<file path="config.mk">
export PLATFORM = sky130hd
export DESIGN_NAME = afifo_wr_arbiter
export DESIGN_NICKNAME = d
export VERILOG_FILES = /design/src/rtl/afifo_wr_arbiter.sv
export SDC_FILE = /design/constraint.sdc
export NUM_CORES = 1
export LEC_CHECK = 0
export BUFFER_PORTS_ARGS = -buffer_cell sky130_fd_sc_hd__buf_2
export CAP_MARGIN = 20
export CELL_PAD_IN_SITES_DETAIL_PLACEMENT = 1
export CELL_PAD_IN_SITES_GLOBAL_PLACEMENT = 2
export CORE_ASPECT_RATIO = 0.75
export CORE_MARGIN = 2
export CORE_UTILIZATION = 28
export CTS_CLUSTER_SIZE = 28
export DETAILED_ROUTE_END_ITERATION = 12
export PLACE_DENSITY_LB_ADDON = 0.3
export SLEW_MARGIN = 20
export SYNTH_ARGS = -nofsm -noshare
export SYNTH_HDL_FRONTEND = slang
export SYNTH_SLANG_ARGS = --single-unit
</file>
<file path="constraint.sdc">
create_clock -name wclk -period 5.85 [get_ports wclk]
set_input_delay 0.2925 -clock wclk [delete_from_list [all_inputs] [get_ports wclk]]
set_output_delay 0.2925 -clock wclk [all_outputs]
set_load 0.05 [all_outputs]
</file>
<file path="src/rtl/afifo_wr_arbiter.sv">
// Round-robin arbiter that shares one asynchronous-FIFO write port among NUM_REQ
// valid/ready producers, holding each grant for a burst of at most MAX_BURST writes.
module afifo_wr_arbiter #(
  parameter int NUM_REQ    = 4,
  parameter int DATA_WIDTH = 8,
  parameter int MAX_BURST  = 4,
  parameter int CNT_WIDTH  = 16
) (
  input  logic                          wclk,
  input  logic                          wrst,
  input  logic [NUM_REQ-1:0]            req_valid,
  input  logic [NUM_REQ*DATA_WIDTH-1:0] req_data,
  output logic [NUM_REQ-1:0]            req_ready,
  input  logic                          wfull,
  output logic                          winc,
  output logic [DATA_WIDTH-1:0]         wdata,
  output logic [$clog2(NUM_REQ)-1:0]    grant_id,
  output logic                          grant_active,
  output logic [CNT_WIDTH-1:0]          wr_count
);

  localparam int IDW = $clog2(NUM_REQ);
  localparam int BCW = $clog2(MAX_BURST + 1);

  typedef enum logic {
    S_IDLE  = 1'b0,
    S_GRANT = 1'b1
  } state_t;

  state_t                 r_state;
  logic [IDW-1:0]         r_grant_id;
  logic [BCW-1:0]         r_beat_cnt;
  logic [CNT_WIDTH-1:0]   r_wr_count;
  logic                   r_grant_active;

  logic [IDW-1:0]         w_next_id;
  logic                   w_owner_valid;
  logic                   w_xfer;
  logic                   w_last_beat;

  // Round-robin search starting one past the current owner; descending loop so the nearest wins.
  always_comb begin : arb_search
    logic [IDW-1:0] v_idx;
    w_next_id = r_grant_id;
    v_idx     = r_grant_id;
    for (int k = NUM_REQ; k >= 1; k--) begin
      v_idx     = IDW'((int'(r_grant_id) + k) % NUM_REQ);
      w_next_id = req_valid[v_idx] ? v_idx : w_next_id;
    end
  end

  // Write-side handshake; reset blocks any write in the cycle it is asserted.
  always_comb begin
    w_owner_valid = req_valid[r_grant_id];
    w_xfer        = (r_state == S_GRANT) && w_owner_valid && !wfull && !wrst;
    w_last_beat   = (r_beat_cnt == BCW'(MAX_BURST - 1));
    winc          = w_xfer;
    req_ready     = w_xfer ? (NUM_REQ'(1) << r_grant_id) : {NUM_REQ{1'b0}};
    if (r_state == S_GRANT) begin
      wdata = req_data[int'(r_grant_id)*DATA_WIDTH +: DATA_WIDTH];
    end else begin
      wdata = {DATA_WIDTH{1'b0}};
    end
  end

  // IDLE/GRANT state machine with burst and write counters.
  always_ff @(posedge wclk) begin
    if (wrst) begin
      r_state        <= S_IDLE;
      r_grant_id     <= IDW'(NUM_REQ - 1);
      r_beat_cnt     <= {BCW{1'b0}};
      r_wr_count     <= {CNT_WIDTH{1'b0}};
      r_grant_active <= 1'b0;
    end else begin
      case (r_state)
        S_IDLE: begin
          if (|req_valid) begin
            r_grant_id     <= w_next_id;
            r_state        <= S_GRANT;
            r_beat_cnt     <= {BCW{1'b0}};
            r_grant_active <= 1'b1;
          end else begin
            r_grant_active <= 1'b0;
          end
        end
        S_GRANT: begin
          if (w_xfer) begin
            r_wr_count <= r_wr_count + CNT_WIDTH'(1);
            if (w_last_beat) begin
              r_state        <= S_IDLE;
              r_beat_cnt     <= {BCW{1'b0}};
              r_grant_active <= 1'b0;
            end else begin
              r_beat_cnt     <= r_beat_cnt + BCW'(1);
            end
          end else if (!w_owner_valid) begin
            r_state        <= S_IDLE;
            r_grant_active <= 1'b0;
          end else begin
            // wfull stall: hold the grant and the beat count indefinitely
            r_state        <= S_GRANT;
          end
        end
        default: begin
          r_state        <= S_IDLE;
          r_grant_active <= 1'b0;
        end
      endcase
    end
  end

  assign grant_id     = r_grant_id;
  assign grant_active = r_grant_active;
  assign wr_count     = r_wr_count;

endmodule

</file>
# Word level (Yosys, flattened, before mapping)
# Index checks and enable logic that the tools add are counted.
# op_classes
add_sub_neg	6
multipliers	0
div_mod_pow	0
order_cmp	5
n_eq_ne	5
shift	2
muxes	29
bitwise_logic	1
reduce_logical	11
# op_table
op	n
indexed part select 32 x 6 -> 8 bit	1
adder 16 x 1 -> 16 bit (second input constant)	1
< comparator 2 x 3 -> 1 bit (second input constant)	5
2-to-1 mux 1 bit	12
binary-select mux 1 bit (select 2 bit)	5
2-to-1 mux 3 bit	3
2-to-1 mux 2 bit	4
2-to-1 mux 8 bit	1
case mux 3 bit (2 select lines)	1
AND reduction 2 bit	3
adder 2 x 1 -> 2 bit (second input constant)	2
adder 2 bit (second input constant)	2
2-to-1 mux 4 bit	1
!= test 2 bit (second input constant)	2
case mux 1 bit (2 select lines)	2
nonzero test 4 bit	1
OR reduction 4 bit	1
left shift 1 x 2 -> 4 bit (first input constant)	1
adder 3 x 1 -> 3 bit (second input constant)	1
equality test 3 x 2 -> 1 bit (second input constant)	1
logical AND 1 bit	3
!= test 3 x 2 -> 1 bit (second input constant)	1
!= test 3 bit (second input constant)	1
AND reduction 3 bit	1
2 further kinds	3
# word_totals
regBits	23
latchBits	0
mem_bits_rw	0
mem_bits_ro	0
inputBits	39
elab_cells	64
n_memories	0

# Depth between registers and ports, before layout
# depth
depth_word	7
ltp_mapped	8

# Worst setup path before layout
# Ideal clock, no wire load.
# synth_path
path_kind	register -> output
from	register r_grant_id[0] (netlist: grant_id[0])
to	output port req_ready[0]
arrival_ns	2.570
setup_slack_ns	2.988
path_stages_with_launch	7
path_cell_list	dfxtp_1 buf_6 mux4_2 nand3_1 inv_1 clkbuf_1 and2_1
# synth_between
elab_chain_cells	6
word_cells_on_any_way	7
cone_classes	1 x shift; 3 x mux; 3 x reduce/logical
# synth_rtl
element	line_no	text
start, declared	31	logic [IDW-1:0] r_grant_id;
start signal, assigned	70	r_grant_id <= IDW'(NUM_REQ - 1);
start signal, assigned	78	r_grant_id <= w_next_id;
binary-select mux 1 bit (select 2 bit)	54	w_owner_valid = req_valid[r_grant_id];
2-to-1 mux 1 bit (implied by the code)	54	
logical AND 1 bit (3 in a row)	55	w_xfer = (r_state == S_GRANT) && w_owner_valid && !wfull && !wrst;
named net winc	15	output logic winc,
2-to-1 mux 4 bit	58	req_ready = w_xfer ? (NUM_REQ'(1) << r_grant_id) : {NUM_REQ{1'b0}};
end, declared	13	output logic [NUM_REQ-1:0] req_ready,
# The timed path passes the listed nets, and every way through them passes these cells. The select of a mux whose other input is x is not followed.

# Worst setup path in the final report
# layout_path
from	register r_grant_id[0] (netlist: grant_id[0])
to	output port req_ready[2]
# layout_between
elab_chain_cells	6
word_cells_on_any_way	7
cone_classes	1 x shift; 3 x mux; 3 x reduce/logical
# layout_rtl
element	line_no
binary-select mux 1 bit (select 2 bit)	54
2-to-1 mux 1 bit (implied by the code)	54
logical AND 1 bit (3 in a row)	55
2-to-1 mux 4 bit (*)	58
# Every way passes the cells marked *; elsewhere a longest branch is shown, timed or not. The select of a mux whose other input is x is not followed.

==> impl_metrics.tcl <==
set metrics [dict create \
    synth_top_area_cell "dfxtp_1" \
    powerDensity_nw_per_um2 275.4 \
    critPathSlowestCell "dfxtp_1" \
    first_global_vias 1494 \
    cts.htree.levels 1 \
    ys_ff_latch 23 \
    rows 23 \
    dieArea_um2 6197 \
    cts_tree "built" \
    highest_layer "met4" \
    layout-drive-gt1-share 0.3966 \
    die-height_um 68.68 \
    grt_pass1_wl_um 7410 \
    dpl.hpwl_um 3760 \
    cp_cell_sequence "mux4_2, nand3_1, inv_1, and2_1, buf_2" \
    viasPerCell 5.032 \
    path_delay_family "flip-flops" \
    drtIter0Drc 41 \
    gp_congestion 0.7128 \
    grt_usage 0.1485 \
    cts_root_buf "clkbuf_8" \
    synth_cells 171 \
    crit_path_start_kind "flip-flop" \
    critPathArrivalTime_ps 2830 \
    grt_max_degree 25 \
    hold_buffers 0 \
    crit_path_max_fanout 18 \
    place_area_um2 1964 \
    fmax_ghz 0.3201 \
    synth-edff-count 0 \
    drtAntennaViolNets 0 \
    io_pins 71 \
    clockBufferDepth 2 \
    clkTransAtPathRegs_ps 80 \
    drc_errors 0 \
    finalSetupViolCount 0 \
    stdcell_area_um2 2011 \
    slowest_delay_ps 950 \
    wl_per_cell_um 15.23 \
    wl_met2_um 2230 \
    drv_cap 0 \
    netlist_top_cells_count "dfxtp_1, a21oi_1, and2_1, nand2_1" \
    layout.nets 283 \
    avgSynthCellArea_um2 9.132 \
    dr.pass1.iters 4 \
    post-route-period-util 0.5340 \
    period_needed_ps 3124 \
    grt_overflow_total 0 \
    status "finished, final reports clean" \
    area_delta_synth_final_pct 28.77 \
    postCtsSetupBuffers 0 \
    r2r_setup_slack_ps 3200 \
    vias 1570 \
    cts_buffers 3 \
    diodes 0 \
    synth.distinct_cells 38 \
    antenna_found_initial 0 \
    synth_top_area_frac 0.2949 \
    cts.sinks 23 \
    max-slew-margin-rel 0.3658 \
    ys_top_cells_by_area "dfxtp_1, mux4_2, and2_1, a21oi_1, ha_1" \
    met3WireLength_um 155 \
    nFillCells 679 \
    insertion_delay_ps 270 \
    initial_utilization 0.2917 \
    synth_nets 216 \
    fin_setup_tns_ps 0 \
    ys_warn_count 0 \
    port_buffers 70 \
    tightest_slew_ps 950.0 \
    hp-class "in -> reg" \
    wl_met1_um 2348 \
    cts_resized 0 \
    rsz0062_at_grt "false" \
    syn_area_um2 1561 \
    synth_most_common_cell "dfxtp_1" \
    drv_slew 0 \
    required_ps 5560 \
    ir_drop_v 0.0001554 \
    finClkSkew_ps 5.876 \
    dieWidth_um 90.23 \
    wl_um 4753 \
    end_kind "primary output" \
    async_reset_ff_frac 0 \
    core_region_area_um2 5353 \
    final_hold_viol_count 0 \
    synth_ff_type "dfxtp_1" \
    cp.buffers_inverters 2 \
    leakage_nw 0.8774 \
    seq_area_frac_synth 0.2949 \
    crit_type "reg -> out" \
]
## layout by cell type (no fill, tap or decap), types with 2 or more instances in the layout
master / synthesis / final
or4b_2: 2 / 2
mux4_2: 10 / 10
inv_1: 10 / 10
o41ai_1: 3 / 3
ha_1: 6 / 6
or3_1: 2 / 2
buf_2: 0 / 70
a31o_2: 2 / 2
nor2_1: 6 / 6
mux2_2: 3 / 3
and2_1: 13 / 13
dfxtp_1: 23 / 23
clkbuf_8: 0 / 3
a21oi_1: 15 / 15
mux2i_1: 4 / 4
nand2_1: 13 / 13
o211ai_1: 2 / 2
o21ai_0: 8 / 8
or4_1: 6 / 6
nand4_1: 3 / 3
o31ai_1: 6 / 6
and3_1: 3 / 3
nand3_1: 8 / 8
## power by group
group,switching [mW],internal [mW]
clock,0.0535,0.0476
sequential,0.0399,0.164
combinational,0.136,0.112
## flip-flops by register name, indices dropped and copies added (netlist names)
signal        count
wr_count         16
r_state           1
r_beat_cnt        3
grant_id          2
grant_active      1
## path summary, 6_finish.rpt
check / startpoint / to / depth (start not counted)
max: grant_id[0] / req_ready[2] / 5
min: req_valid[3] / grant_active / 3
max reg2reg: grant_id[0] / wr_count[11] / 4
min reg2reg: r_beat_cnt[1] / r_beat_cnt[1] / 2
## cell type report
class | count | area (um^2) | share of cell area
Tap cell | 75 | 93.84 | 0.04667
Timing Repair Buffer | 71 | 357.8 | 0.1780
Clock inverter | 1 | 5.005 | 0.002489
Sequential cell | 23 | 460.4 | 0.2290
Inverter | 10 | 37.54 | 0.01867
Clock buffer | 3 | 41.29 | 0.02054
Multi-Input combinational cell | 129 | 1015 | 0.5047
## tightest hold or removal path: cells and delay by family
| kind | cells | cell delay, ps |
|---|---|---|
| compound gates | 2 | 230 |
| buf+inv | 1 | 120 |
## per-stage QoR
step	setup slack, ps	instances	total power [mW]	utilization	hold WS, ps
floorplan	2988	171	0.4032	-	439.7
global placement	3064	308	0.4574	0.3670	460.0
detailed placement	2944	308	0.4602	0.3670	468.4
CTS	2657	312	0.5620	0.3756	413.1
global route	2426	312	0.5938	0.3756	439.9
finish	2726	312	0.5537	0.3756	420.2
## logic make-up after synthesis
kind of cell / Yosys count / share of synthesized area
AO/OA/AOI/OAI: 39 / 0.1563
multiplexers: 17 / 0.1915
XOR/XNOR: 2 / 0.01122
buffers and inverters: 19 / 0.05529
flip-flops: 23 / 0.2949
AND/OR/NAND/NOR: 65 / 0.2428
adder cells (fa/ha/maj): 6 / 0.04808
## per-layer routing
layer	GRT usage	vias to the layer above
met5	0	-
met4	0.01731	0
met3	0.03696	2
met2	0.2406	24
met1	0.2088	765
li1	-	779
Note: power is estimated with default switching activity, not from simulation.
